File: config.mk
export PLATFORM = sky130hd
export DESIGN_NAME = vdp_color_mix
export DESIGN_NICKNAME = d
export VERILOG_FILES = /design/src/rtl/vdp_pkg.sv /design/src/rtl/vdp_cram.sv /design/src/rtl/vdp_color_mix.sv
export SDC_FILE = /design/constraint.sdc
export NUM_CORES = 1
export LEC_CHECK = 0
export CORE_ASPECT_RATIO = 1.75
export CORE_MARGIN = 2
export CORE_UTILIZATION = 45
export CTS_BUF_LIST = sky130_fd_sc_hd__clkbuf_4
export DETAILED_ROUTE_END_ITERATION = 16
export GPL_ROUTABILITY_DRIVEN = 0
export SYNTH_ARGS = -nofsm -noshare
export SYNTH_HDL_FRONTEND = slang
export SYNTH_SLANG_ARGS = --single-unit
File: constraint.sdc
create_clock -name clk -period 2.48 [get_ports clk]
set_input_delay 0.496 -clock clk [delete_from_list [all_inputs] [get_ports clk]]
set_output_delay 0.496 -clock clk [all_outputs]
set_load 0.03 [all_outputs]
File: src/rtl/vdp_pkg.sv
// Shared VDP definitions: CRAM geometry, left-column mask width, pixel
// pipeline latency and the layer transparency test used by the mixer and
// the sprite stage.
package vdp_pkg;

    localparam int CRAM_ENTRIES   = 32;
    localparam int CRAM_WIDTH     = 12;
    localparam int LEFT_MASK_COLS = 8;
    localparam int PIPE_LAT       = 2;

    // A layer pixel is transparent when its colour index field is zero;
    // the palette bit and the byte-select bit do not take part.
    function automatic logic is_transparent(input logic [5:0] color);
        return (color[4:1] == 4'd0);
    endfunction

endpackage

File: src/rtl/vdp_cram.sv
// Colour RAM: 32 x 12-bit entries ({B,G,R}) held in flops, written by the CPU
// through the Game Gear even/odd byte latch and read once per pixel through
// a registered port.
//
// The CPU write is registered once before it reaches the array so that it
// commits in step with the pixel that was presented alongside it. A pixel
// and a write presented in the same cycle therefore read the old entry
// value, and the next pixel sees the new one.
module vdp_cram
    import vdp_pkg::*;
(
    input  logic                  clk,
    input  logic                  rst,
    input  logic                  cpu_we,
    input  logic [5:0]            cpu_addr,
    input  logic [7:0]            cpu_wdata,
    input  logic                  rd_en,
    input  logic [4:0]            rd_addr,
    output logic [CRAM_WIDTH-1:0] rd_data
);

    logic                  we_p1;
    logic [5:0]            addr_p1;
    logic [7:0]            wdata_p1;
    logic [7:0]            latch;
    logic [CRAM_WIDTH-1:0] mem [CRAM_ENTRIES];

    // Register the CPU write; a write presented during reset is dropped
    always_ff @(posedge clk) begin
        if (rst) begin
            we_p1    <= 1'b0;
            addr_p1  <= '0;
            wdata_p1 <= '0;
        end else begin
            we_p1    <= cpu_we;
            addr_p1  <= cpu_addr;
            wdata_p1 <= cpu_wdata;
        end
    end

    // Byte latch, entry update and registered read (old data on a collision)
    always_ff @(posedge clk) begin
        if (rst) begin
            latch   <= '0;
            rd_data <= '0;
            for (int i = 0; i < CRAM_ENTRIES; i++) begin
                mem[i] <= '0;
            end
        end else begin
            rd_data <= rd_en ? mem[rd_addr] : '0;
            if (we_p1) begin
                if (addr_p1[0]) begin
                    mem[addr_p1[5:1]] <= {wdata_p1[3:0], latch};
                end else begin
                    latch <= wdata_p1;
                end
            end
        end
    end

endmodule

File: src/rtl/vdp_color_mix.sv
// VDP final pixel stage: picks background or sprite, looks the winner up in
// CRAM and drives 12-bit RGB two cycles later, with pix_valid aligned.
// Optional feature macro: VDP_LEFT_MASK_EN forces columns 0-7 to the
// backdrop colour while mask_left_col is high.
module vdp_color_mix
    import vdp_pkg::*;
(
    input  logic       clk,
    input  logic       rst,
    input  logic [8:0] pixel_x,
    input  logic [8:0] pixel_y,
    input  logic       display_active,
    input  logic [5:0] bg_color,
    input  logic       bg_priority,
    input  logic [5:0] spr_color,
    input  logic [3:0] backdrop_index,
    input  logic       mask_left_col,
    input  logic       cram_we,
    input  logic [5:0] cram_addr,
    input  logic [7:0] cram_wdata,
    output logic [3:0] red,
    output logic [3:0] green,
    output logic [3:0] blue,
    output logic       pix_valid
);

    logic                  mask_hit;
    logic [4:0]            entry_p0;
    logic                  blank_p0;
    logic [4:0]            entry_p1;
    logic                  blank_p1;
    logic                  vld_p1;
    logic                  vld_p2;
    logic [CRAM_WIDTH-1:0] rgb_p2;
    logic                  unused_inputs;

`ifdef VDP_LEFT_MASK_EN
    assign mask_hit      = mask_left_col && (pixel_x < 9'(LEFT_MASK_COLS));
    assign unused_inputs = ^pixel_y;
`else
    assign mask_hit      = 1'b0;
    assign unused_inputs = ^{pixel_y, pixel_x, mask_left_col};
`endif

    // Layer select; a transparent background still shows its own entry 0/16
    always_comb begin
        entry_p0 = bg_color[5:1];
        blank_p0 = 1'b0;
        if (!display_active) begin
            entry_p0 = '0;
            blank_p0 = 1'b1;
        end else if (mask_hit) begin
            entry_p0 = {1'b1, backdrop_index};
        end else if (!is_transparent(spr_color) &&
                     !(bg_priority && !is_transparent(bg_color))) begin
            entry_p0 = spr_color[5:1];
        end
    end

    // ---- stage 1: selected entry, blank flag, valid ----
    always_ff @(posedge clk) begin
        if (rst) begin
            entry_p1 <= '0;
            blank_p1 <= 1'b0;
            vld_p1   <= 1'b0;
        end else begin
            entry_p1 <= entry_p0;
            blank_p1 <= blank_p0;
            vld_p1   <= display_active;
        end
    end

    // ---- stage 2: CRAM read data (inside vdp_cram) and valid ----
    vdp_cram u_cram (
        .clk       (clk),
        .rst       (rst),
        .cpu_we    (cram_we),
        .cpu_addr  (cram_addr),
        .cpu_wdata (cram_wdata),
        .rd_en     (vld_p1 && !blank_p1),
        .rd_addr   (entry_p1),
        .rd_data   (rgb_p2)
    );

    // Valid delay matching the CRAM read register
    always_ff @(posedge clk) begin
        if (rst) begin
            vld_p2 <= 1'b0;
        end else begin
            vld_p2 <= vld_p1;
        end
    end

    assign red       = rgb_p2[3:0];
    assign green     = rgb_p2[7:4];
    assign blue      = rgb_p2[11:8];
    assign pix_valid = vld_p2;

endmodule

==> out/metrics.cfg <==
[yosys]
synth-simple-area-share_pct = 16.08
synth_area_mm2 = 0.01906
synth_mux_area_share_pct = 13.20
synthCells = 1259
ys_ff_latch = 427
synth_xor_area_share_pct = 0
syn_avg_cell_area_um2 = 15.14
async_flop_share_pct = 0
seq_area_frac_synth_pct = 65.02
ys.flop_type = edfxtp_1
synthAdderAreaFrac_pct = 0
yosysWarnings = 0
synth_edf_count = 384
syn-num-nets = 1313
synth-compound-area-share_pct = 2.560
synth_top_family_by_area = simple AND/OR/NAND/NOR gates
netlist-cell-type-count = 39

[sta]
fin_crit_ns = 2.387
period_share_pct = 96.25
timing_hold_violations_final = 0
finalSetupViolCount = 0
slew_headroom_pct = 38.33
skew_ns = 0.04585
rsz0062_at_grt = no
tightest_slew_ns = 0.9132
fmax_mhz = 418.9
finalSetupTns_ns = 0
maxSlewViolCount = 0

[cells_and_area]
area_growth_pct = 13.77
drive_gt1_share_pct = 24.31
fin_nets = 1430
fillCellCount = 3532
multi_input_area_mm2 = 0.006067
fin_cells = 2013
seqCellArea_mm2 = 0.01240

[floorplanning]
die_area_mm2 = 0.04408
row_count = 99
core_area_mm2 = 0.04174
die_h_um = 276.3
die_x_um = 159.6
io_pins = 67
initial_core_util_pct = 45.66

[setup_path]
cp_slowest_cell = clkdlybuf4s50_1
end_kind = primary output
critical_path.max_stage_delay_ns = 0.70
worstPathRequired_ns = 1.98
critical_path.cell_chain = clkdlybuf4s50_1
cp.buffers_inverters = 1
critPathKind = flip-flop to primary output
cp_max_fo = 1
critPathTopFamily = buffers and inverters
cp-start-kind = flip-flop
cp.arrival_ns = 1.89

[grt]
overflow = 0
grt_start_max_net_pins = 44
antenna_found_initial = 3
grt_pass1_wl_mm = 72.60
globalRouteTotalUtil_pct = 22.76
grt_pass1_vias = 11640

[placed_design]
dp.cells = 1833
dp_hpwl_mm = 32.64
portBuffers = 41

[clock_tree]
cts_resized = 0
cts_hold_buf = 0
clk_pin_slew_ns = 0.08
cts.sinks = 427
clock_path_buffers = 3
cts-root-buf = clkbuf_4
clk_latency_ns = 0.81
h-tree-depth = 3
cts_buffers = 96
post_cts_buffers = 0
cts_tree = yes

[pwr]
p_leak_nw = 8.002
power_density_mw_per_mm2 = 682.6
peakVddDrop_v = 0.0003470

[worst_hold_path]
hp-class = input port to flip-flop

[route]
drcViolationCount = 0
vias = 10820
via_per_inst = 5.376
drtAntennaViolNets = 0
wirelength_mm = 49.02
routedWlPerCell_um = 24.35
drt-pass1-iter-count = 5
drt_iter0_drc = 723

[run]
maxCapViolCount = 0

[outcome]
status = finished, final reports clean

==> metal layers <==
layer	global-route usage, %	wire (µm)	share of wire, %
met5	0	0	0
met3	3.945	1899	3.9
met2	41.96	26940	55
met4	11.77	2356	4.8
met1	24.82	17830	36
==> logic make-up (layout without fill, tap and decap cells) <==
family                 after synthesis  count (layout)
AOI/OAI and AO/OA                   64              64
buffers and inverters              117             314
DFF                                427             427
muxes                              141             141
other                                0               2
and+or+nand+nor                    510             510
==> registers in the layout, summed over array words and instances, names as in the netlist, 5 cells and up <==
name	flops
u_cram.wdata_p1	8
u_cram.addr_p1	6
u_cram.latch	8
entry_p1	5
u_cram.rd_data	12
u_cram.mem	384
==> power breakdown <==
group	internal, mW	switching, mW
logic	0.391	0.581
clock network	2.96	2.73
registers	8.03	0.101
total	11.4	3.41
==> cells in the mapped netlist (2+ instances only) <==
cell	n	area [µm²]
mux4_2	70	1577
o2111ai_1	2	17.52
a221o_1	12	120.1
clkbuf_1	67	251.5
buf_4	6	45.04
o21ai_1	9	45.04
nand2_1	11	41.29
dfxtp_1	43	860.8
mux2i_1	57	570.6
mux4_1	14	367.9
o41ai_1	2	17.52
nand3b_1	3	22.52
or2_2	32	200.2
buf_8	2	30.03
a21oi_1	2	10.01
buf_12	2	40.04
nor2_1	49	183.9
a31oi_1	12	75.07
a221oi_1	10	87.58
buf_2	10	50.05
and2_1	385	2409
edfxtp_1	384	11530
or4b_1	2	20.02
buf_6	6	67.56
nor2b_1	20	125.1
nand2b_1	2	12.51
clkbuf_2	21	105.1
a22oi_1	13	97.59
==> worst paths after layout <==
path | endpoint | cells past startpoint | slack [ns] | startpoint
min | u_cram.addr_p1[0] | 3 | 0.10 | rst
min reg2reg | u_cram.latch[6] | 2 | 0.47 | u_cram.wdata_p1[6]
max reg2reg | u_cram.rd_data[0] | 5 | 0.28 | entry_p1[0]
max | green[3] | 1 | 0.09 | u_cram.rd_data[7]
==> area by class of cell <==
cell class                 count  area share [%]
sequential                   427           57.18
multi-input combinational    715           27.98
timing repair buffer         134           5.609
clock buffer                 143           4.951
tap                          555           3.203
clock inverter                35           1.016
inverter                       2         0.03462
antenna                        2         0.02308
==> stage by stage <==
step	setup WS [ns]	instance area [µm²]	hold slack, ns	total power [mW]	utilization (%)
floorplan	0.5770	19060	0.4406	8.810	-
global placement	0.2340	20380	0.4478	9.262	48.83
detailed placement	0.2257	20380	0.4577	9.283	48.83
CTS	0.04066	21680	0.04636	14.94	51.93
global route	0.007395	21680	0.08267	15.34	51.94
finish	0.09294	21680	0.1045	14.80	51.94
==> cells in the final DEF (no fill, tap or decap), types with 2 or more instances in the layout <==
cell	instances
and2_1	385
edfxtp_1	384
clkbuf_4	143
buf_4	84
mux4_2	70
mux2i_1	57
nor2_1	49
dfxtp_1	41
clkdlybuf4s50_1	40
or2_2	32
clkinv_1	26
nor2b_1	20
mux4_1	14
a22oi_1	13
a221o_1	12
a31oi_1	12
nand2_1	11
a221oi_1	10
o21ai_1	9
buf_12	9
nand3b_1	3
inv_2	3
bufinv_16	3
diode_2	2
or4b_1	2
nand2b_1	2
o2111ai_1	2
o41ai_1	2
a21oi_1	2
clkinvlp_4	2
clkinv_2	2
dfxtp_4	2
Power figures use the tool's default switching activity.
